`src/rtl/uart_stream_ctrl.sv`:
```
// uart_stream_ctrl: TX/RX byte FIFOs bridging user logic to the UART core handshakes.
module uart_stream_ctrl #(
  parameter int TX_AW = 4,
  parameter int RX_AW = 4
) (
  input  logic             uart_clk,
  input  logic             rst_n,
  input  logic             tx_wr_en,
  input  logic [7:0]       tx_wr_data,
  output logic             tx_full,
  output logic [TX_AW:0]   tx_level,
  output logic             tx_busy,
  input  logic             rx_rd_en,
  output logic [7:0]       rx_rd_data,
  output logic             rx_empty,
  output logic [RX_AW:0]   rx_level,
  output logic             rx_overflow,
  input  logic             rx_ovf_clr,
  output logic             uart_data_ready,
  output logic [7:0]       uart_data_in,
  input  logic             uart_transmit_end,
  input  logic             uart_rx_available,
  input  logic [7:0]       uart_data_out,
  output logic             uart_read
);
  localparam int TX_D = 1 << TX_AW;
  localparam int RX_D = 1 << RX_AW;
  typedef enum logic [1:0] {T_IDLE, T_REQ, T_BUSY} tx_state_t;
  typedef enum logic [1:0] {R_IDLE, R_ACK, R_WAIT} rx_state_t;
  tx_state_t tx_st;
  rx_state_t rx_st;
  logic [7:0] tx_mem [TX_D];
  logic [7:0] rx_mem [RX_D];
  logic [TX_AW:0] tx_wp, tx_rp;
  logic [RX_AW:0] rx_wp, rx_rp;
  logic tx_empty, tx_push, tx_pop, rx_cap, rx_push, rx_pop;
  // level never exceeds depth, so its MSB alone marks full
  assign tx_level = tx_wp - tx_rp;
  assign tx_empty = tx_level == '0;
  assign tx_full  = tx_level[TX_AW];
  assign tx_pop   = (tx_st == T_IDLE) & ~tx_empty & uart_transmit_end;
  assign tx_push  = tx_wr_en & (~tx_full | tx_pop);
  assign tx_busy  = (tx_st != T_IDLE) | ~tx_empty;
  assign rx_level = rx_wp - rx_rp;
  assign rx_empty = rx_level == '0;
  assign rx_rd_data = rx_mem[rx_rp[RX_AW-1:0]];
  assign rx_cap  = (rx_st == R_IDLE) & uart_rx_available;
  assign rx_pop  = rx_rd_en & ~rx_empty;
  assign rx_push = rx_cap & (~rx_level[RX_AW] | rx_pop);
  always_ff @(posedge uart_clk) begin
    if (tx_push) tx_mem[tx_wp[TX_AW-1:0]] <= tx_wr_data;
    if (rx_push) rx_mem[rx_wp[RX_AW-1:0]] <= uart_data_out;
  end
  always_ff @(posedge uart_clk or negedge rst_n) begin
    if (!rst_n) begin
      tx_wp <= '0;
      tx_rp <= '0;
      rx_wp <= '0;
      rx_rp <= '0;
    end else begin
      if (tx_push) tx_wp <= tx_wp + (TX_AW+1)'(1);
      if (tx_pop)  tx_rp <= tx_rp + (TX_AW+1)'(1);
      if (rx_push) rx_wp <= rx_wp + (RX_AW+1)'(1);
      if (rx_pop)  rx_rp <= rx_rp + (RX_AW+1)'(1);
    end
  end
  always_ff @(posedge uart_clk or negedge rst_n) begin
    if (!rst_n) begin
      tx_st <= T_IDLE;
      uart_data_ready <= 1'b0;
      uart_data_in <= '0;
    end else begin
      case (tx_st)
        T_IDLE: if (tx_pop) begin
          uart_data_in <= tx_mem[tx_rp[TX_AW-1:0]];
          uart_data_ready <= 1'b1;
          tx_st <= T_REQ;
        end
        T_REQ: if (!uart_transmit_end) begin
          uart_data_ready <= 1'b0;
          tx_st <= T_BUSY;
        end
        T_BUSY: if (uart_transmit_end) tx_st <= T_IDLE;
        default: tx_st <= T_IDLE;
      endcase
    end
  end
  // a dropped byte's set beats a same-cycle clear
  always_ff @(posedge uart_clk or negedge rst_n) begin
    if (!rst_n) begin
      rx_st <= R_IDLE;
      uart_read <= 1'b0;
      rx_overflow <= 1'b0;
    end else begin
      rx_overflow <= (rx_cap & ~rx_push) | (rx_overflow & ~rx_ovf_clr);
      case (rx_st)
        R_IDLE: if (uart_rx_available) begin
          uart_read <= 1'b1;
          rx_st <= R_ACK;
        end
        R_ACK: begin
          uart_read <= 1'b0;
          rx_st <= R_WAIT;
        end
        R_WAIT: if (!uart_rx_available) rx_st <= R_IDLE;
        default: rx_st <= R_IDLE;
      endcase
    end
  end
endmodule

```
`config.mk`:
```
export PLATFORM = sky130hd
export DESIGN_NAME = uart_stream_ctrl
export DESIGN_NICKNAME = d
export VERILOG_FILES = /design/src/rtl/uart_stream_ctrl.sv
export SDC_FILE = /design/constraint.sdc
export NUM_CORES = 1
export LEC_CHECK = 0
export ABC_AREA = 1
export BUFFER_PORTS_ARGS = -buffer_cell sky130_fd_sc_hd__buf_2
export CORE_MARGIN = 8
export CORE_UTILIZATION = 58
export CTS_BUF_LIST = sky130_fd_sc_hd__clkbuf_2
export CTS_CLUSTER_DIAMETER = 60
export DETAILED_ROUTE_END_ITERATION = 7
export HOLD_SLACK_MARGIN = 0.05
export PLACE_DENSITY_LB_ADDON = 0.08
export SLEW_MARGIN = 20
export SYNTH_ARGS = -nofsm -noshare
export SYNTH_HDL_FRONTEND = slang
export SYNTH_SLANG_ARGS = --single-unit
```
`constraint.sdc`:
```
create_clock -name uart_clk -period 2.7 [get_ports uart_clk]
set_input_delay 0.135 -clock uart_clk [delete_from_list [all_inputs] [get_ports uart_clk]]
set_output_delay 0.135 -clock uart_clk [all_outputs]
set_load 0.01 [all_outputs]
```
==> impl_metrics.env <==
export IMPL_outcome="complete, but fails checks"
export IMPL_failed_checks="negative setup slack"
export IMPL_max_cap_violations=0
export IMPL_power_density_nw_per_um2=1120
export IMPL_start_kind="flop"
export IMPL_busiest_layer="met1"
export IMPL_grt_pass1_vias=9254
export IMPL_vias=9594
export IMPL_crit_arrival_ns=2.69
export IMPL_rrSetupSlack_ns=0.25
export IMPL_hold_viol_final=0
export IMPL_grt_max_degree=69
export IMPL_dp_cells=1548
export IMPL_coreArea_sq_um=21800
export IMPL_dr_pass1_iters=5
export IMPL_die_h_um=165
export IMPL_die_width_um=165
export IMPL_worstSetupPathType="flop to output port"
export IMPL_instances_no_fill=1744
export IMPL_ys_types=32
export IMPL_fin_util=0.711
export IMPL_synth_fp_nets=1271
export IMPL_p_leak_nw=6.47
export IMPL_pre_cts_slack_ns=0.0330
export IMPL_ant_nets=0
export IMPL_area_delta_synth_final_pct=20.2
export IMPL_globalRoute_totalOverflow=0
export IMPL_dpl_cell_area_sq_um=13600
export IMPL_post_route_period_util=1.05
export IMPL_synth_seq_area_share=0.663
export IMPL_io_buffers=54
export IMPL_met3_usage=0.0592
export IMPL_fill_cells=1623
export IMPL_fmax_mhz=353
export IMPL_die_area_sq_um=27300
export IMPL_ios=55
export IMPL_worst_slack_ns=-0.129
export IMPL_cts_clk_slew_worst_paths_ns=0.10
export IMPL_grt_use_met2=0.355
export IMPL_wl_per_cell_um=19.8
export IMPL_required_ns=2.57
export IMPL_synth_avg_cell_area_sq_um=10.5
export IMPL_grt_use_total=0.250
export IMPL_htree_levels=3
export IMPL_start_util=0.592
export IMPL_rsz0062_at_grt="true"
export IMPL_worstSetupEndpointType="output port"
export IMPL_dp_hpwl_mm=20.1
export IMPL_path_max_fanout=2
export IMPL_cts_root_buf="clkbuf_2"
export IMPL_final_cell_mix="nand2_1, edfxtp_1, clkbuf_2, nor2_1, inv_1"
export IMPL_drc=0
export IMPL_ys_ff_latch=291
export IMPL_rows=54
export IMPL_clock_skew_ns=0.0692
export IMPL_clk_path_buf_depth=3
export IMPL_relSlewSlack=0.539
export IMPL_final_layout_size_suffix_gt1_frac=0.236
export IMPL_cts_tree="done"
export IMPL_dr_first_iter_drc_count=1073
export IMPL_layout_min_cycle_time_ns=2.83
export IMPL_antenna_found_initial=1
export IMPL_netlist_area_sq_um=12900
export IMPL_cts_sinks=291
export IMPL_finalSetupViolations=3
export IMPL_grt_use_met1=0.369
export IMPL_nets=1452
export IMPL_gp_congestion=0.850
export IMPL_yosys_warnings=0
export IMPL_clock_latency_ns=0.82
export IMPL_layout_commonest_cell="nand2_1"
export IMPL_grt_pass1_wl_mm=50.9
export IMPL_synthesis_instances=1228
export IMPL_ir_drop_v=0.00143
export IMPL_total_power_mw=17.4
export IMPL_hp_class="input port to flop"
export IMPL_numCtsBuffers=74
export IMPL_tightest_slew_ns=0.692
export IMPL_viasPerCell=5.50
export IMPL_design_area_sq_um=15500
export IMPL_drt_wl_total_mm=34.5
export IMPL_finalMaxSlewViolations=0
==> synth_stat cells, drive strengths merged <==
cell,number,area [sq um]
buf,32,203
fa,2,40.0
nor2,145,632
or2,1,6.26
o22ai,17,106
nand3b,3,22.5
xor2,10,87.6
nand2,364,1410
a21oi,5,25.0
o21ai,79,395
o211ai,16,120
nor3,1,5.00
clkbuf,21,78.8
inv,116,438
nand3,99,505
edfxtp,256,7690
dfrtp,35,876
xnor2,5,43.8
ha,18,225
clkinv,3,11.3
==> area by class of cell <==
type                       instances  area, sq um  share of cell area
antenna                            1         2.50            0.000161
multi-input combinational        765         3950               0.254
inverter                         119          475              0.0306
sequential                       291         8570               0.552
tap                              280          350              0.0226
clock inverter                    14          110             0.00709
clock buffer                     116          581              0.0374
timing repair buffer             158         1490              0.0961
==> flip-flops by register name, summed over array words and instances, names as in the netlist, 2 cells and up <==
| name | count |
|---|---|
| uart_data_in | 8 |
| tx_st | 2 |
| tx_mem | 128 |
| rx_wp | 5 |
| tx_wp | 5 |
| rx_mem | 128 |
| rx_st | 2 |
| tx_rp | 5 |
| rx_rp | 5 |
==> path summary, 6_finish.rpt <==
kind                                   start               to  depth (start not counted)
min in group asynchronous              rst_n  uart_data_ready                          4
setup reg to reg                    tx_wp[0]  uart_data_in[6]                         13
setup / recovery                    tx_wp[0]          tx_busy                         10
max in group asynchronous              rst_n  uart_data_in[7]                          4
hold reg to reg                     tx_st[0]         tx_st[1]                          1
hold / removal             uart_transmit_end         tx_st[1]                          5
==> power breakdown <==
part           switching [mW]  internal [mW]
clock                    1.71           1.31
sequential              0.300           5.41
combinational            5.31           3.32
==> metal layers <==
layer / vias up / share of wire
met5: - / 0
met4: 0 / 0.025
met3: 70 / 0.11
met2: 475 / 0.43
met1: 4556 / 0.44
li1: 4493 / -
==> timing repair <==
item	CTS	global route
resized for setup	51	112
buffers inserted	16	12
hold buffers	28	0
setup endpoints to repair	63	143
hold endpoints to repair	333	0
gates cloned	5	5
pin swaps	11	39
==> worst max-delay path, stage by stage, from the launching register on <==
cell and delay, ns:
dfrtp_1 0.41, inv_2 0.09, ha_4 0.13, inv_2 0.04, fa_1 0.46, or2_1 0.25, nor2_2 0.12, nand3_2 0.08
nor2_2 0.11, nand2_1 0.06, buf_2 0.14
==> stage by stage <==
stage | TNS [ns] | hold WS (ns)
floorplan | 0 | -0.161
CTS | -0.248 | 0.0692
global route | -1.35 | 0.112
detailed placement | 0 | 0.284
global placement | 0 | 0.286
finish | -0.162 | 0.163
==> logic make-up after synthesis <==
logic type	Yosys count	share of synthesized area
xor+xnor	15	0.0102
flops	291	0.663
buf+inv	172	0.0566
simple gates	613	0.200
fa+ha+maj	20	0.0205
compound gates	117	0.0501
Power figures use the tool's default switching activity.
